`config.mk`:
```
export PLATFORM = sky130hd
export DESIGN_NAME = traffic_intersection
export DESIGN_NICKNAME = d
export VERILOG_FILES = /design/src/rtl/traffic_pkg.sv /design/src/rtl/ms_tick_gen.sv /design/src/rtl/traffic_intersection.sv
export SDC_FILE = /design/constraint.sdc
export NUM_CORES = 1
export LEC_CHECK = 0
export CAP_MARGIN = 0
export CORE_ASPECT_RATIO = 1.2
export CORE_UTILIZATION = 55
export DETAILED_ROUTE_END_ITERATION = 12
export PLACE_DENSITY = 0.77
export SYNTH_ARGS = -nofsm -noshare
export SYNTH_HDL_FRONTEND = slang
export SYNTH_SLANG_ARGS = --single-unit
```
`constraint.sdc`:
```
create_clock -name CLK -period 3.8 [get_ports CLK]
set_input_delay 1.14 -clock CLK [delete_from_list [all_inputs] [get_ports CLK]]
set_output_delay 1.14 -clock CLK [all_outputs]
set_load 0.02 [all_outputs]
```
`src/rtl/traffic_pkg.sv`:
```
// traffic_pkg
//   Shared definitions for the two-approach intersection controller.
//   - state_e   : 3-bit controller state encoding
//   - LED_*     : active-low {R,G,B} codes for one signal head
package traffic_pkg;

    typedef enum logic [2:0] {
        ST_AR_TO_A  = 3'd0,
        ST_A_GREEN  = 3'd1,
        ST_A_YELLOW = 3'd2,
        ST_AR_TO_B  = 3'd3,
        ST_B_GREEN  = 3'd4,
        ST_B_YELLOW = 3'd5,
        ST_PED      = 3'd6,
        ST_FLASH    = 3'd7
    } state_e;

    // Active-low RGB: a 0 bit lights that colour.
    localparam logic [2:0] LED_RED    = 3'b011;
    localparam logic [2:0] LED_YELLOW = 3'b001;
    localparam logic [2:0] LED_GREEN  = 3'b101;
    localparam logic [2:0] LED_OFF    = 3'b111;

endpackage

```
`src/rtl/ms_tick_gen.sv`:
```
// ms_tick_gen
//   Free-running divider producing a one-cycle pulse every millisecond.
//   Counts 0..CLK_FREQ/1000-1; TICK is high on the terminal count, after
//   which the counter wraps to 0.
// Ports:
//   CLK  in   system clock
//   RST  in   synchronous active-high reset, clears the divider
//   TICK out  1 ms strobe, one clock wide
module ms_tick_gen #(
    parameter int CLK_FREQ = 12000000
) (
    input  logic CLK,
    input  logic RST,
    output logic TICK
);

    localparam int TC = CLK_FREQ / 1000;
    localparam int CW = $clog2(TC);
    localparam logic [CW-1:0] TC_LAST = CW'(TC - 1);

    logic [CW-1:0] cnt_q;
    logic [CW-1:0] cnt_d;

    assign TICK = (cnt_q == TC_LAST);

    always_comb begin
        cnt_d = cnt_q + CW'(1);
        if (TICK) begin
            cnt_d = '0;
        end
    end

    always_ff @(posedge CLK) begin
        if (RST) begin
            cnt_q <= '0;
        end else begin
            cnt_q <= cnt_d;
        end
    end

endmodule

```
`src/rtl/traffic_intersection.sv`:
```
// traffic_intersection
//   Two-approach signal controller with all-red clearance, latched
//   pedestrian request and night flashing-yellow mode, timed by a 1 ms tick.
// Ports:
//   CLK          in   system clock
//   RST          in   synchronous active-high reset
//   PED_REQ      in   pedestrian button level; any high cycle latches a request
//   FLASH_MODE   in   1 = night flashing-yellow operation
//   CLED_A       out  approach A head, active-low {R,G,B}
//   CLED_B       out  approach B head, active-low {R,G,B}
//   PED_WALK     out  WALK lamp
//   PED_PENDING  out  request latched and not yet served
module traffic_intersection
    import traffic_pkg::*;
#(
    parameter int CLK_FREQ      = 12000000,
    parameter int G_PERIOD_MS   = 5000,
    parameter int Y_PERIOD_MS   = 1000,
    parameter int AR_PERIOD_MS  = 1000,
    parameter int PED_PERIOD_MS = 4000,
    parameter int BLINK_MS      = 500
) (
    input  logic       CLK,
    input  logic       RST,
    input  logic       PED_REQ,
    input  logic       FLASH_MODE,
    output logic [2:0] CLED_A,
    output logic [2:0] CLED_B,
    output logic       PED_WALK,
    output logic       PED_PENDING
);

    localparam logic [31:0] G_LAST   = 32'(G_PERIOD_MS - 1);
    localparam logic [31:0] Y_LAST   = 32'(Y_PERIOD_MS - 1);
    localparam logic [31:0] AR_LAST  = 32'(AR_PERIOD_MS - 1);
    localparam logic [31:0] PED_LAST = 32'(PED_PERIOD_MS - 1);
    localparam logic [31:0] BL_LAST  = 32'(BLINK_MS - 1);

    logic        tick;
    state_e      state_q, state_d;
    logic [31:0] timer_q, timer_d;
    logic        pending_q, pending_d;
    logic        phase_q, phase_d;
    logic        dest_b_q, dest_b_d;   // green deferred by PED: 0 = A, 1 = B
    logic        blink_wrap;
    logic        entering;
    logic [2:0]  led_a, led_b;
    logic        walk;

    ms_tick_gen #(.CLK_FREQ(CLK_FREQ)) u_tick (
        .CLK  (CLK),
        .RST  (RST),
        .TICK (tick)
    );

    // Next-state logic. Every state leaves on the tick where timer hits its
    // last count, except green which also yields at once to FLASH_MODE.
    always_comb begin
        state_d    = state_q;
        dest_b_d   = dest_b_q;
        blink_wrap = 1'b0;
        case (state_q)
            ST_AR_TO_A: begin
                if (tick && timer_q == AR_LAST) begin
                    if (FLASH_MODE) begin
                        state_d = ST_FLASH;
                    end else if (pending_q) begin
                        state_d  = ST_PED;
                        dest_b_d = 1'b0;
                    end else begin
                        state_d = ST_A_GREEN;
                    end
                end
            end
            ST_A_GREEN: begin
                if (FLASH_MODE || (tick && timer_q == G_LAST)) state_d = ST_A_YELLOW;
            end
            ST_A_YELLOW: begin
                if (tick && timer_q == Y_LAST) state_d = ST_AR_TO_B;
            end
            ST_AR_TO_B: begin
                if (tick && timer_q == AR_LAST) begin
                    if (FLASH_MODE) begin
                        state_d = ST_FLASH;
                    end else if (pending_q) begin
                        state_d  = ST_PED;
                        dest_b_d = 1'b1;
                    end else begin
                        state_d = ST_B_GREEN;
                    end
                end
            end
            ST_B_GREEN: begin
                if (FLASH_MODE || (tick && timer_q == G_LAST)) state_d = ST_B_YELLOW;
            end
            ST_B_YELLOW: begin
                if (tick && timer_q == Y_LAST) state_d = ST_AR_TO_A;
            end
            ST_PED: begin
                if (tick && timer_q == PED_LAST) begin
                    state_d = dest_b_q ? ST_B_GREEN : ST_A_GREEN;
                end
            end
            ST_FLASH: begin
                if (!FLASH_MODE) begin
                    state_d = ST_AR_TO_A;
                end else if (tick && timer_q == BL_LAST) begin
                    // Timer is reused as the blink half-period counter.
                    blink_wrap = 1'b1;
                end
            end
            default: state_d = ST_AR_TO_A;
        endcase
    end

    assign entering = (state_d != state_q);

    always_comb begin
        timer_d = timer_q;
        if (entering || blink_wrap) begin
            timer_d = '0;
        end else if (tick) begin
            timer_d = timer_q + 32'd1;
        end

        phase_d = phase_q;
        if (entering && state_d == ST_FLASH) begin
            phase_d = 1'b1;
        end else if (blink_wrap) begin
            phase_d = ~phase_q;
        end

        // A request arriving on the very cycle PED is entered is served by
        // that PED, so the clear on entry wins.
        pending_d = pending_q | (PED_REQ && state_q != ST_PED);
        if (entering && state_d == ST_PED) begin
            pending_d = 1'b0;
        end
    end

    always_ff @(posedge CLK) begin
        if (RST) begin
            state_q   <= ST_AR_TO_A;
            timer_q   <= '0;
            pending_q <= 1'b0;
            phase_q   <= 1'b0;
            dest_b_q  <= 1'b0;
        end else begin
            state_q   <= state_d;
            timer_q   <= timer_d;
            pending_q <= pending_d;
            phase_q   <= phase_d;
            dest_b_q  <= dest_b_d;
        end
    end

    // Output decode from registers only; unserved approaches default to red.
    always_comb begin
        led_a = LED_RED;
        led_b = LED_RED;
        walk  = 1'b0;
        case (state_q)
            ST_A_GREEN:  led_a = LED_GREEN;
            ST_A_YELLOW: led_a = LED_YELLOW;
            ST_B_GREEN:  led_b = LED_GREEN;
            ST_B_YELLOW: led_b = LED_YELLOW;
            ST_PED:      walk  = 1'b1;
            ST_FLASH: begin
                led_a = phase_q ? LED_YELLOW : LED_OFF;
                led_b = phase_q ? LED_YELLOW : LED_OFF;
            end
            default: ;
        endcase
    end

    assign CLED_A      = led_a;
    assign CLED_B      = led_b;
    assign PED_WALK    = walk;
    assign PED_PENDING = pending_q;

endmodule

```
---- Yosys cells after proc, flatten, opt, wreduce, memory -nomap -nowiden ----
Index checks and enable logic that the tools add are counted.
operators by class
  reductions and logical operators ........ 16
  shifts and indexed selects .............. 0
  div/mod/pow operators ................... 0
  muxes and demuxes ....................... 30
  multipliers ............................. 0
  $add $sub $neg .......................... 2
  eq/ne operators ......................... 22
  bitwise gates (word level) .............. 2
  $lt $le $gt $ge ......................... 0
operator list
  kind                                                   count
  2-to-1 mux 3 bit                                       12
  adder 32 x 1 -> 32 bit, second input constant          1
  equality test 32 x 10 -> 1 bit, second input constant  1
  equality test 32 x 12 -> 1 bit, second input constant  1
  equality test 32 x 13 -> 1 bit, second input constant  1
  equality test 32 x 9 -> 1 bit, second input constant   1
  one-hot mux 3 bit (8 select lines)                     1
  equality test 3 bit, second input constant             6
  one-hot mux 3 bit (3 select lines)                     2
  adder 14 x 1 -> 14 bit, second input constant          1
  equality test 14 bit, second input constant            1
  2-to-1 mux 1 bit                                       12
  inequality test 2 bit, second input constant           6
  logical AND 1 bit                                      7
  AND reduction 7 bit                                    1
  equality test 3 x 2 -> 1 bit, second input constant    2
  OR reduction 2 bit                                     3
  2-to-1 mux 2 bit                                       2
  nonzero test 2 bit                                     2
  equality test 3 x 1 -> 1 bit, second input constant    1
  logical NOT 3 bit                                      1
  inequality test 3 bit                                  1
  inequality test 3 bit, second input constant           1
  logical OR 1 bit                                       2
  3 further kinds                                        3
storage, ports and cells
  bits in latches ......................... 0
  RAM bits ................................ 0
  memory bits (read-only) ................. 0
  memories kept ........................... 0
  register bits ........................... 52

---- Depth between registers and ports, before layout ----
  word-level depth ........................ 8
  gate-level depth with buffers ........... 10
  gate-level depth less buffers ........... 9

---- By module ----
From an unflattened synthesis, not the netlist that was laid out.
unflattened totals
  cells, all modules ...................... 373
  area, all modules ....................... 3,161.8 um^2
by module, submodules not included
  module                cells an instance  seq. area each (um^2)  area an instance (um^2)  instances
  traffic_intersection  304                760.7                  2,442.3                  1
  ms_tick_gen           69                 280.3                  719.4                    1

---- Least setup slack after synthesis ----
OpenSTA, ideal clock, no wires.
  path kind ............................... reg2reg
  start point ............................. register u_tick.cnt_q[0]
  end point ............................... register timer_q[16]
  stages on the path, launching flop included .. 11
  path slack .............................. 0.810 ns
  required time ........................... 3.738 ns
  clock period less this slack ............ 2.990 ns
  setup time .............................. 0.062 ns
  path buffers ............................ 1
  data arrival time ....................... 2.928 ns
  cells stage by stage .................... dfxtp_1 -> ha_1 -> nand4_1 -> nor4_1 -> nand4_1 -> o31a_1 -> a2111oi_4 -> xnor2_1 -> o211ai_2 -> buf_6 -> nor2_2
on the way
  word-level cells in the longest chain between the ends .. 8
ends and longest elaborated chain
  item                                 line                                                    text
  from (decl)                          ms_tick_gen.sv:21                                       logic [CW-1:0] cnt_q;
  from (signal assigned)               ms_tick_gen.sv:37                                       cnt_q <= cnt_d;
  equality test 14 bit *               ms_tick_gen.sv:24                                       assign TICK = (cnt_q == TC_LAST);
  logical AND 1 bit                    traffic_intersection.sv:76, traffic_intersection.sv:94
  logical OR 1 bit                     traffic_intersection.sv:76, traffic_intersection.sv:94
  2-to-1 mux 3 bit (on tied branches)  traffic_intersection.sv:94, traffic_intersection.sv:76
  one-hot mux 3 bit (8 select lines)   traffic_intersection.sv:62                              case (state_q)
  inequality test 3 bit                traffic_intersection.sv:116                             assign entering = (state_d != state_q);
  logical OR 1 bit                     traffic_intersection.sv:120                             if (entering || blink_wrap) begin
  OR reduction 2 bit (no line)         --
  to (signal assigned)                 traffic_intersection.sv:150                             timer_q <= timer_d;
  to (decl)                            traffic_intersection.sv:41                              logic [31:0] timer_q, timer_d;
Mark *: on every way between the ends. The rest lies on a longest branch, timed or not.
A chain may end at the register's enable or synchronous reset.

---- Worst setup path in the final report ----
  start point ............................. register u_tick.cnt_q[0]
  end point ............................... register timer_q[1]
Same word-level chain as after synthesis.

==> summary.md <==
| Metric | Value |
|---|---|
| Reg2reg start | `u_tick.cnt_q[0]$_SDFF_PP0_` |
| Most common library cells after synthesis | `60 x sky130_fd_sc_hd__nor2_1, 52 x sky130_fd_sc_hd__dfxtp_1, 31 x sky130_fd_sc_hd__nand2_1` |
| Wire length of the first global-routing pass | `9560 um` |
| Worst max-slew margin expressed relative to the limit | `55.5%` |
| CTS buffer count | `5` |
| Result of the run | `complete, no violations` |
| Post CTS Setup Buffer Count | `0` |
| DRC violation count after routing | `0` |
| Chip width | `68.0 um` |
| CTS-repair resized insts | `0` |
| Post-Synthesis Cell Area | `around 2900 um2` |
| Final estimated routing congestion in global placement | `0.879` |
| Classification of the worst-slack hold path | `flip-flop to flip-flop` |
| TritonCTS clock tree | `done` |
| Largest net degree at the start of global routing | `33` |
| Crit path launch type | `flip-flop` |
| Number of endpoints failing setup at the final stage | `0` |
| Vert. Die Dim | `81.2 um` |
| Reg clk slew, reported paths | `0.10 ns` |
| Total number of H-tree levels | `2` |
| Per-cell via count in the routed design | `5.69` |
| Worst-case reg-to-reg path depth | `10` |
| Final routed wirelength across all metal layers | `about 5700 um` |
| Cell at the root of the clock tree | `sky130_fd_sc_hd__clkbuf_8` |
| Number of antenna violations at the first check in global routing | `0` |
| Setup repair after global routing missed its margin | `false` |
| Vias in the first global route | `just over 2,000` |
| Number of enable flip-flop cells after synthesis | `0` |
| Minimum clock period | `roughly 3.4 ns` |
| Sum Neg Setup Slack | `0 ns` |
| Power density cells | `293 nW/um2` |
| Actual slew at the worst max-slew pin | `0.662 ns` |
| Boundary pin count | `12` |
| Synthesized netlist cell count | `353` |
| Share of final-layout standard cells stronger than drive strength 1 | `9.07%` |
| Dominant synthesized flop cell | `sky130_fd_sc_hd__dfxtp_1` |
| Proportion of synthesized flip-flops having asynchronous set or reset | `0%` |
| Sequential share of the synthesized area | `36.2%` |
| # rows | `28` |
| Via count | `2,411` |
| Area leader, netlist | `sky130_fd_sc_hd__dfxtp_1` |
| Number of fillers in the final layout | `450` |
| Count of different cell masters after synthesis | `52` |
| Placed wire-length estimate | `4190 um` |
| Reg2Reg Setup Slack | `0.36 ns` |
| Worst setup slack after layout | `0.364 ns` |
| Net count of the finished layout | `approximately 370` |
| Core region area | `4970 um2` |
| Final hold vios | `0` |
| Signal arrival time at the worst endpoint | `3.66 ns` |
| Static leakage | `1.07 nW` |
| Final Cycle Share | `between 90% and 100%` |
| Most repeated cell in the gate-level netlist after synthesis | `sky130_fd_sc_hd__nor2_1` |
| Pre-Repair DR Iteration Count | `4` |
| Data required time at the worst endpoint | `4.03 ns` |
| Max-Cap Viols | `0` |
| Number of hold buffers added after CTS | `0` |
| Number of warnings printed during yosys synthesis | `0` |
| Mean cell area of the mapped netlist | `8.15 um2` |
| Crit-path max FO | `32` |
| Total inserted antenna cells | `0` |
| Number of storage elements in the synthesis netlist | `52` |
| Endpoint of the most critical register-to-register path | `timer_q[1]$_SDFFE_PP0P_` |
| Hold path startpoint | `u_tick.cnt_q[0]$_SDFF_PP0_` |
| Clk sink count | `52` |
| Post-DR wirelength/cell | `13.5 um` |
| Post-route clock skew | `0.0102 ns` |
| Portion of synthesized cell area occupied by the leading cell type | `36.2%` |
| Setup Crit Path Kind | `flip-flop to flip-flop` |
| Placement-stage worst setup slack | `between 0.3 and 0.4 ns` |
| Final count of pins violating max slew | `0` |
| VDD IR-drop max | `0.161 mV` |
| Clock insertion delay at the later pin of the skew report | `0.30 ns` |
| Area grow syn2layout | `7.70%` |
| Element type at the critical path end | `flip-flop` |
| Fmax | `291 MHz` |
| Die area | `5520 um2` |
| Longest Clk Path Bufs | `2` |
| Ranking of synthesized cells by area | `sky130_fd_sc_hd__dfxtp_1 36%, sky130_fd_sc_hd__nor2_1 7.8%, sky130_fd_sc_hd__xor2_1 7.0%` |
| Effective utilization at floorplan | `57.8%` |
| Endpoint, Worst Hold | `u_tick.cnt_q[0]$_SDFF_PP0_` |
| Drt initial violations | `230` |
| GRT Overall Usage | `22.4%` |
| Instance count along the most critical hold path | `1` |
| Global route overflow | `0` |
| Port Buffer Count | `9` |
| Number of nets with antenna violations after detailed routing | `0` |
[placed cells by master (no fill, tap or decap), drive strengths merged, types with 9 or more instances in the layout]
cell type       n
nor3            9
nor2           71
dfxtp          52
nand2          31
xor2           23
xnor2          21
nand3          21
clkdlybuf4s50   9
nand4          13
and3           10
a21oi          13
nor4           10
[flip-flops by register name, indices dropped and copies added (netlist names)]
register,cells
dest_b_q,1
timer_q,32
state_q,3
phase_q,1
PED_PENDING,1
u_tick.cnt_q,14
[report_power, final]
group	internal [W]	switching, W	total, W
Combinational	0.0000108	0.0000206	0.0000314
Sequential	0.000548	0.00000374	0.000552
Clock	0.000146	0.000178	0.000324
[cell type report]
type,count,area (um2),area share (%)
Clock inverter,2,10.0,0.323
Tap cell,60,75.1,2.42
Clock buffer,6,82.6,2.67
Timing Repair Buffer,15,135,4.36
Sequential cell,52,1040,33.6
Multi-Input combinational cell,281,1720,55.6
Inverter,8,30.0,0.970
[cell families after synthesis]
group / share of synthesized area, %
adder cells (fa/ha/maj): 0.870
flip-flops: 36.2
other: 0.130
buffers and inverters: 4.00
multiplexers: 0.740
AND/OR/NAND/NOR: 36.2
AO/OA/AOI/OAI: 8.44
XOR/XNOR: 13.4
[per-layer routing]
metal | wire, um | GRT usage [%] | share of wire, %
met3 | 163 | 3.65 | 2.8
met1 | 2810 | 30.3 | 49
met5 | 0 | 0 | 0
met4 | 106 | 8.96 | 1.8
met2 | 2650 | 34.9 | 46
[worst max-delay path: stages (launching register included)]
cell                       delay [ns]
sky130_fd_sc_hd__dfxtp_1         0.38
sky130_fd_sc_hd__ha_1            0.24
sky130_fd_sc_hd__nand4_1         0.17
sky130_fd_sc_hd__or4_4           0.56
sky130_fd_sc_hd__or4_1           0.54
sky130_fd_sc_hd__nor2_1          0.36
sky130_fd_sc_hd__a211oi_1        0.18
sky130_fd_sc_hd__nor4b_4         0.36
sky130_fd_sc_hd__o211ai_2        0.10
sky130_fd_sc_hd__buf_4           0.27
sky130_fd_sc_hd__a21oi_1         0.17
[through the flow]
step	hold WS, ns	utilization, %	instances	power, W	instance area (um2)
global placement	0.444	60.4	416	0.000595	3000
global route	0.501	62.2	424	0.000936	3100
floorplan	0.430	-	354	0.000590	2880
finish	0.473	62.2	424	0.000907	3100
CTS	0.478	62.2	424	0.000917	3100
detailed placement	0.456	60.4	416	0.000596	3000
[worst max path at each step]
stage	startpoint	to	slack [ns]	cells after the start
after global routing	u_tick.cnt_q[0]$_SDFF_PP0_	timer_q[1]$_SDFFE_PP0P_	0.13	10
final	u_tick.cnt_q[0]$_SDFF_PP0_	timer_q[1]$_SDFFE_PP0P_	0.36	10
after CTS	u_tick.cnt_q[0]$_SDFF_PP0_	timer_q[1]$_SDFFE_PP0P_	0.38	10
after detailed placement	FLASH_MODE	timer_q[30]$_SDFFE_PP0P_	0.32	9
after global placement	FLASH_MODE	timer_q[26]$_SDFFE_PP0P_	0.41	9
after floorplan	u_tick.cnt_q[0]$_SDFF_PP0_	timer_q[16]$_SDFFE_PP0P_	0.81	10
No activity file was read; power rests on OpenSTA's default activity.
